[src/rtl/macguffin_pkg.sv]
// rtl/macguffin_pkg.sv - shared types, S-box tables and round function for the MacGuffin core
//
// Contents: block_t/word_t/rkey_t, state_t {IDLE,RUN,DONE}, MAX_ROUNDS,
// the eight 6-in/2-out S-boxes, the F function and the 16-bit word rotation.

package macguffin_pkg;

   localparam int MAX_ROUNDS = 32;
   localparam int KEY_W      = 48;

   typedef logic [63:0] block_t;
   typedef logic [15:0] word_t;
   typedef logic [47:0] rkey_t;

   typedef enum logic [1:0] {
      IDLE = 2'd0,
      RUN  = 2'd1,
      DONE = 2'd2
   } state_t;

   // Entry e of S-box n lives at SBOX[n][2e+1:2e].
   localparam logic [7:0][127:0] SBOX = {
      128'hD06E_2B7A_9F43_C815_5A3D_71EC_0B96_F248,
      128'h3C84_A9F1_6E27_D05B_1B96_E4A3_7F08_C2D5,
      128'h6A1F_C308_E79D_25B4_8D52_0FA6_B3E9_471C,
      128'hB7E2_495D_1F0A_6C83_E06B_D92F_37C4_A158,
      128'h2D96_F0C5_8A3E_7B14_C92F_6E01_57A8_DB3C,
      128'hE5A1_7C39_04BF_D826_3F6A_1E90_C57B_28D4,
      128'h4E7B_0A95_D2C6_13F8_6B0E_9D47_A3F1_52C8,
      128'h9C3A_E61B_52D8_7F04_B1E7_2A9C_640D_F35B
   };

   // S-box n reads bit pair n of each keyed word; its 6-bit index is {a,b,c}
   // pairs with a most significant, and its 2-bit output forms F bits 2n+1:2n.
   function automatic word_t mg_f(input word_t w1, input word_t w2,
                                  input word_t w3, input rkey_t k);
      word_t      a;
      word_t      b;
      word_t      c;
      word_t      f;
      logic [5:0] idx;
      a = w1 ^ k[47:32];
      b = w2 ^ k[31:16];
      c = w3 ^ k[15:0];
      f = '0;
      for (int i = 0; i < 8; i++) begin
         idx            = {a[2*i +: 2], b[2*i +: 2], c[2*i +: 2]};
         f[2*i +: 2]    = SBOX[i][{idx, 1'b0} +: 2];
      end
      return f;
   endfunction

   function automatic block_t rotl16(input block_t b);
      return {b[47:0], b[63:48]};
   endfunction

endpackage

[src/rtl/macguffin_iter_core_if.sv]
// rtl/macguffin_iter_core_if.sv - key-load and block valid/ready bundle for macguffin_iter_core
//
// master: key-schedule engine + block I/O wrapper side; slave: the core.
// Key port  : key_we, key_addr, key_wdata -> ; <- key_wr_err (sticky)
// Block in  : in_valid, in_decrypt, in_data -> ; <- in_ready
// Block out : <- out_valid, out_data ; out_ready ->
// Status    : <- busy

interface macguffin_iter_core_if;
   import macguffin_pkg::*;

   logic       key_we;
   logic [4:0] key_addr;
   rkey_t      key_wdata;
   logic       key_wr_err;
   logic       in_valid;
   logic       in_ready;
   logic       in_decrypt;
   block_t     in_data;
   logic       out_valid;
   logic       out_ready;
   block_t     out_data;
   logic       busy;

   modport master (
      output key_we, key_addr, key_wdata, in_valid, in_decrypt, in_data, out_ready,
      input  key_wr_err, in_ready, out_valid, out_data, busy
   );

   modport slave (
      input  key_we, key_addr, key_wdata, in_valid, in_decrypt, in_data, out_ready,
      output key_wr_err, in_ready, out_valid, out_data, busy
   );

endinterface

[src/rtl/macguffin_iter_core_round.sv]
// rtl/macguffin_iter_core_round.sv - one combinational MacGuffin encrypt round
//
// Ports: blk_i {w3,w2,w1,w0} in, rkey_i round key in,
//        blk_o = {w0 ^ F(w1,w2,w3,k), w3, w2, w1} out.

module macguffin_round
   import macguffin_pkg::*;
(
   input  block_t blk_i,
   input  rkey_t  rkey_i,
   output block_t blk_o
);

   word_t f_val;

   assign f_val = mg_f(blk_i[31:16], blk_i[47:32], blk_i[63:48], rkey_i);
   assign blk_o = {blk_i[15:0] ^ f_val, blk_i[63:16]};

endmodule

[src/rtl/macguffin_iter_core.sv]
// rtl/macguffin_iter_core.sv - iterative MacGuffin block cipher core with round-key RAM
//
// Ports: clk, rst_n (async active-low), bus (macguffin_iter_core_if.slave):
//   key write port with sticky key_wr_err, in_* block input handshake,
//   out_* result handshake, busy (RUN or DONE).
// Parameters: ROUNDS (1..32), KW (must equal 48).
// Build option: MACGUFFIN_UNROLL2_EN chains two rounds per cycle (ROUNDS must be even).

module macguffin_iter_core
   import macguffin_pkg::*;
#(
   parameter int ROUNDS = 32,
   parameter int KW     = 48
) (
   input logic                  clk,
   input logic                  rst_n,
   macguffin_iter_core_if.slave bus
);

   if (ROUNDS < 1 || ROUNDS > MAX_ROUNDS) begin : g_bad_rounds
      $error("macguffin_iter_core: ROUNDS must be in 1..32");
   end
   if (KW != KEY_W) begin : g_bad_kw
      $error("macguffin_iter_core: KW must be 48");
   end

`ifdef MACGUFFIN_UNROLL2_EN
   if ((ROUNDS % 2) != 0) begin : g_odd_rounds
      $error("macguffin_iter_core: ROUNDS must be even when unrolled by 2");
   end
   localparam logic [4:0] STEP = 5'd2;
`else
   localparam logic [4:0] STEP = 5'd1;
`endif

   localparam logic [4:0] LAST_KEY = 5'(ROUNDS - 1);
   localparam logic [4:0] LAST_CNT = 5'(ROUNDS - int'(STEP));

   state_t     state_q,      state_d;
   logic [4:0] cnt_q,        cnt_d;
   block_t     blk_q,        blk_d;
   logic       dec_q,        dec_d;
   block_t     out_data_q,   out_data_d;
   logic       out_valid_q,  out_valid_d;
   logic       in_ready_q,   in_ready_d;
   logic       busy_q,       busy_d;
   logic       key_wr_err_q, key_wr_err_d;

   rkey_t      key_ram_q [MAX_ROUNDS];

   logic       key_in_range;
   logic       key_wr_ok;

   // Writes only land while idle so a block never sees its keys change mid-flight.
   assign key_in_range = (32'(bus.key_addr) < 32'(ROUNDS));
   assign key_wr_ok    = bus.key_we && (state_q == IDLE) && key_in_range;

   always_ff @(posedge clk) begin
      if (key_wr_ok) begin
         key_ram_q[bus.key_addr] <= bus.key_wdata;
      end
   end

   // Decrypt runs each round as rotl16 -> encrypt round -> rotl16, which undoes
   // the encrypt round's word shift, and walks the key RAM backwards.
   logic [4:0] key_idx0;
   rkey_t      rkey0;
   block_t     pre0;
   block_t     rnd0;
   block_t     post0;
   block_t     result;

   assign key_idx0 = dec_q ? (LAST_KEY - cnt_q) : cnt_q;
   assign rkey0    = key_ram_q[key_idx0];
   assign pre0     = dec_q ? rotl16(blk_q) : blk_q;

   macguffin_round u_round0 (
      .blk_i  (pre0),
      .rkey_i (rkey0),
      .blk_o  (rnd0)
   );

   assign post0 = dec_q ? rotl16(rnd0) : rnd0;

`ifdef MACGUFFIN_UNROLL2_EN
   logic [4:0] key_idx1;
   rkey_t      rkey1;
   block_t     pre1;
   block_t     rnd1;
   block_t     post1;

   assign key_idx1 = dec_q ? (LAST_KEY - cnt_q - 5'd1) : (cnt_q + 5'd1);
   assign rkey1    = key_ram_q[key_idx1];
   assign pre1     = dec_q ? rotl16(post0) : post0;

   macguffin_round u_round1 (
      .blk_i  (pre1),
      .rkey_i (rkey1),
      .blk_o  (rnd1)
   );

   assign post1  = dec_q ? rotl16(rnd1) : rnd1;
   assign result = post1;
`else
   assign result = post0;
`endif

   always_comb begin
      state_d      = state_q;
      cnt_d        = cnt_q;
      blk_d        = blk_q;
      dec_d        = dec_q;
      out_data_d   = out_data_q;
      out_valid_d  = out_valid_q;
      key_wr_err_d = key_wr_err_q | (bus.key_we & ~key_wr_ok);

      case (state_q)
         IDLE: begin
            if (bus.in_valid && in_ready_q) begin
               blk_d   = bus.in_data;
               dec_d   = bus.in_decrypt;
               cnt_d   = '0;
               state_d = RUN;
            end
         end
         RUN: begin
            blk_d = result;
            if (cnt_q == LAST_CNT) begin
               out_data_d  = result;
               out_valid_d = 1'b1;
               cnt_d       = '0;
               state_d     = DONE;
            end else begin
               cnt_d = cnt_q + STEP;
            end
         end
         DONE: begin
            if (bus.out_ready) begin
               out_valid_d = 1'b0;
               state_d     = IDLE;
            end
         end
         default: begin
            state_d = IDLE;
         end
      endcase

      // Registered status follows the next state so it lines up with it.
      in_ready_d = (state_d == IDLE);
      busy_d     = (state_d != IDLE);
   end

   always_ff @(posedge clk or negedge rst_n) begin
      if (!rst_n) begin
         state_q      <= IDLE;
         cnt_q        <= '0;
         blk_q        <= '0;
         dec_q        <= 1'b0;
         out_data_q   <= '0;
         out_valid_q  <= 1'b0;
         in_ready_q   <= 1'b1;
         busy_q       <= 1'b0;
         key_wr_err_q <= 1'b0;
      end else begin
         state_q      <= state_d;
         cnt_q        <= cnt_d;
         blk_q        <= blk_d;
         dec_q        <= dec_d;
         out_data_q   <= out_data_d;
         out_valid_q  <= out_valid_d;
         in_ready_q   <= in_ready_d;
         busy_q       <= busy_d;
         key_wr_err_q <= key_wr_err_d;
      end
   end

   assign bus.in_ready   = in_ready_q;
   assign bus.out_valid  = out_valid_q;
   assign bus.out_data   = out_data_q;
   assign bus.busy       = busy_q;
   assign bus.key_wr_err = key_wr_err_q;

endmodule

[src/flat_wrapper.sv]
// flat-port wrapper written by rule: the top's interface ports become plain ports
module macguffin_iter_core_flat import macguffin_pkg::*;
#(
   parameter int ROUNDS = 32,
   parameter int KW     = 48
)
  (clk, rst_n, bus_key_we, bus_key_addr, bus_key_wdata, bus_in_valid, bus_in_decrypt, bus_in_data, bus_out_ready, bus_key_wr_err, bus_in_ready, bus_out_valid, bus_out_data, bus_busy);
  macguffin_iter_core_if bus_i ();
  input logic clk;
  input logic rst_n;
  input wire logic [$bits(bus_i.key_we)-1:0] bus_key_we;
  input wire logic [$bits(bus_i.key_addr)-1:0] bus_key_addr;
  input wire logic [$bits(bus_i.key_wdata)-1:0] bus_key_wdata;
  input wire logic [$bits(bus_i.in_valid)-1:0] bus_in_valid;
  input wire logic [$bits(bus_i.in_decrypt)-1:0] bus_in_decrypt;
  input wire logic [$bits(bus_i.in_data)-1:0] bus_in_data;
  input wire logic [$bits(bus_i.out_ready)-1:0] bus_out_ready;
  output wire logic [$bits(bus_i.key_wr_err)-1:0] bus_key_wr_err;
  output wire logic [$bits(bus_i.in_ready)-1:0] bus_in_ready;
  output wire logic [$bits(bus_i.out_valid)-1:0] bus_out_valid;
  output wire logic [$bits(bus_i.out_data)-1:0] bus_out_data;
  output wire logic [$bits(bus_i.busy)-1:0] bus_busy;
  assign bus_i.key_we = bus_key_we;
  assign bus_i.key_addr = bus_key_addr;
  assign bus_i.key_wdata = bus_key_wdata;
  assign bus_i.in_valid = bus_in_valid;
  assign bus_i.in_decrypt = bus_in_decrypt;
  assign bus_i.in_data = bus_in_data;
  assign bus_i.out_ready = bus_out_ready;
  assign bus_key_wr_err = bus_i.key_wr_err;
  assign bus_in_ready = bus_i.in_ready;
  assign bus_out_valid = bus_i.out_valid;
  assign bus_out_data = bus_i.out_data;
  assign bus_busy = bus_i.busy;
  macguffin_iter_core #(.ROUNDS(ROUNDS), .KW(KW)) u_core (.clk(clk), .rst_n(rst_n), .bus(bus_i));
endmodule
[config.mk]
export PLATFORM = sky130hd
export DESIGN_NAME = macguffin_iter_core_flat
export DESIGN_NICKNAME = d
export VERILOG_FILES = /design/src/rtl/macguffin_pkg.sv /design/src/rtl/macguffin_iter_core_if.sv /design/src/rtl/macguffin_iter_core_round.sv /design/src/rtl/macguffin_iter_core.sv /design/src/flat_wrapper.sv
export SDC_FILE = /design/constraint.sdc
export NUM_CORES = 2
export LEC_CHECK = 0
export ABC_AREA = 1
export CORE_ASPECT_RATIO = 0.7
export CORE_MARGIN = 2
export CORE_UTILIZATION = 27
export CTS_CLUSTER_SIZE = 25
export DETAILED_ROUTE_END_ITERATION = 10
export SLEW_MARGIN = 25
export SYNTH_ARGS = -nofsm -noshare
export SYNTH_HDL_FRONTEND = slang
export SYNTH_SLANG_ARGS = --single-unit
[constraint.sdc]
create_clock -name clk -period 4.7 [get_ports clk]
set_clock_uncertainty 0.2 [all_clocks]
set_input_delay 1.41 -clock clk [delete_from_list [all_inputs] [get_ports clk]]
set_output_delay 1.41 -clock clk [all_outputs]
set_load 0.01 [all_outputs]
==> flow_summary.toml <==
[drt]
drc_errors = 0
post_drt_wl_per_cell_um = 22.7
wl_mm = 239
firstDrtPassIters = 6
vias_per_cell = 5.11
drt_iter0_drc = 7755
vias = 53923
antenna_left = 0

[logic_synthesis]
synth-main-ff-cell = "edfxtp_1"
synth-seq-cells = 1676
synthTopCellsByCount = "2230 x nand2_1, 1610 x nand3_1, 1536 x edfxtp_1"
synth.distinct_cells = 34
yosysMostFrequentCell = "nand2_1"
syn_avg_cell_area_um2 = 10.8
synth_edf_count = 1536
yosysWarnings = 0
syn-instance-count = 6689
async_reset_ff_share_pct = 8.35
synth_area_mm2 = 0.0720
synth.area.top_cells = "edfxtp_1 64%, nand2_1 12%, nand3_1 11%, dfrtp_1 4.8%, buf_2 1.3%"
yosys.area.top_type_share_pct = 64.0
ys_seq_area_share_pct = 68.9
synth_top_area_cell = "edfxtp_1"
synth_fp_nets = 6853

[floorplan]
start_util_pct = 27.2
fp.dieH_um = 436
die_width_um = 621
rows = 158
die_area_mm2 = 0.271
ios = 191
coreArea_mm2 = 0.265

[sta]
achievable-frequency_mhz = 228
slew_violations = 0
finalSetupViolCount = 0
setup_tns_ns = 0
period_share_pct = 93.2
finalCriticalPeriod_ns = 4.38
rsz0062_at_grt = "no"
worst_slew_pin_slew_ns = 1.06
timing_hold_violations_final = 0
maxSlewHeadroom_pct = 28.5
whs_ns = 0.284

[cts]
cts-resized-gates = 0
cts_sinks = 1676
clock_latency_ns = 0.81
htree_num_levels = 4
cts_setup_buffers = 0
clock_path_buffers = 4
postCtsHoldBufs = 0
path_clk_slew_ns = 0.07
cts_inserted_buffers = 158
cts-root-buf = "clkbuf_16"
cts_tree = "done"

[worst_setup_path]
end_kind = "flop"
cp_common_cell = "nand2_1"
critPathArrivalTime_ns = 4.86
path_class = "flop to flop"
cp_top_family = "simple AND/OR/NAND/NOR gates"
crit_slowest_cell = "dfrtp_4"
cp-start-kind = "flop"
path_buf_inv = 3
worstPathCellList = "buf_4, xnor2_4, buf_12, nand3_1, nand3_1, nand3_1, nand3_1, buf_4, nand2_1, nand2_1, nand2_1, ha_1, nand2_1, o21ai_1, a21oi_1, nand2_1, nand2_1, nand2_1, nand3_1, nand2_1, nand2_1, nand2_1"
cp_max_fo = 60
cpPeakStageDelay_ns = 0.53
r2r_slack_ns = 0.32
critPathRequiredTime_ns = 5.18

[global_route]
grt_pass1_wl_mm = 349
overflow = 0
antenna_found_initial = 25
grt_max_degree = 85
first_global_vias = 49969
grt_use_total_pct = 17.1

[place]
portBuffers = 190
gp_congestion = 0.869
place_hpwl_mm = 143

[worst_hold_path]
min_path_type = "flop to flop"

[final_layout]
layout.nets = 7092
drive_gt1_share_pct = 8.51
area_growth_pct = 17.8
final-seq-area_mm2 = 0.0496
utilization_pct = 32.0
multi_input_area_mm2 = 0.0200
fillers = 26385

[job]
drv_cap = 0

[status]
status = "complete, no violations"
## worst paths after layout
check	startpoint	end	cells after the start
setup / recovery	u_core.dec_q	u_core.blk_q[54]	22
hold / removal	u_core.bus.out_data[12]	u_core.bus.out_data[12]	2
setup reg to reg	u_core.dec_q	u_core.blk_q[54]	22
hold reg to reg	u_core.bus.out_data[12]	u_core.bus.out_data[12]	2
max in group asynchronous	rst_n	u_core.bus.in_ready	2
min in group asynchronous	rst_n	u_core.bus.out_data[34]	1
## cells in the final DEF, fill, tap and decap left out, types with 21 or more instances in the layout
| master | n |
|---|---|
| nand2_1 | 2230 |
| nand3_1 | 1608 |
| edfxtp_1 | 1536 |
| inv_1 | 210 |
| o21ai_0 | 171 |
| buf_4 | 166 |
| clkbuf_16 | 164 |
| clkdlybuf4s50_1 | 147 |
| dfrtp_1 | 138 |
| nor2_1 | 112 |
| buf_12 | 111 |
| o22ai_1 | 58 |
| buf_2 | 42 |
| ha_1 | 41 |
| clkbuf_1 | 41 |
| nor2_4 | 33 |
| clkinv_1 | 25 |
| nand4_1 | 23 |
| o21ai_1 | 21 |
## cell type report
type / instances / share of cell area, %
flip-flops and latches: 1676 / 58.5
multi-input cells: 4398 / 23.6
repair buffers: 467 / 6.08
well taps: 3520 / 5.19
clock buffers: 209 / 5.08
inverters: 227 / 1.02
clock inverters: 60 / 0.534
diodes: 1 / 0.00295
## cells by family (layout without fill, tap and decap cells)
| kind of cell | Yosys count | count (layout) | synth area share, % |
|---|---|---|---|
| simple gates | 4047 | 4047 | 24.1 |
| flops | 1676 | 1676 | 68.9 |
| buf+inv | 615 | 963 | 3.76 |
| compound gates | 300 | 300 | 2.32 |
| fa+ha+maj | 41 | 41 | 0.712 |
| xor+xnor | 10 | 10 | 0.163 |
| other cells | 0 | 1 | 0 |
## flip-flops by register name (all words and copies together), names as in the netlist
signal	count
u_core.blk_q	64
u_core.bus.busy	1
u_core.bus.in_ready	1
u_core.bus.key_wr_err	1
u_core.bus.out_data	64
u_core.bus.out_valid	1
u_core.cnt_q	5
u_core.dec_q	1
u_core.key_ram_q	1536
u_core.state_q	2
## per-stage QoR
stage / instance area (um2) / instances / setup slack [ns]
after global placement: 80300 / 10288 / 0.437
after detailed placement: 80200 / 10288 / 0.444
after CTS: 85000 / 10557 / 0.432
final: 84900 / 10558 / 0.320
after global routing: 84900 / 10558 / 0.107
after floorplan: 72000 / 6689 / 0.00741
## routing by layer
metal | track usage (%) | wire length (um) | vias to the layer above
met5 | 0 | 69 | -
met4 | 3.61 | 5030 | 10
met3 | 3.36 | 24800 | 371
met2 | 25.6 | 105000 | 3008
met1 | 25.5 | 105000 | 26702
li1 | - | - | 23832
## worst min-delay path, stage by stage (launching register included)
cell	delay, ns
dfrtp_1	0.34
nand2_1	0.06
nand2_1	0.05
Power is not shown: default switching activity piles up to over one toggle a cycle in this logic, so the estimate is an artifact.
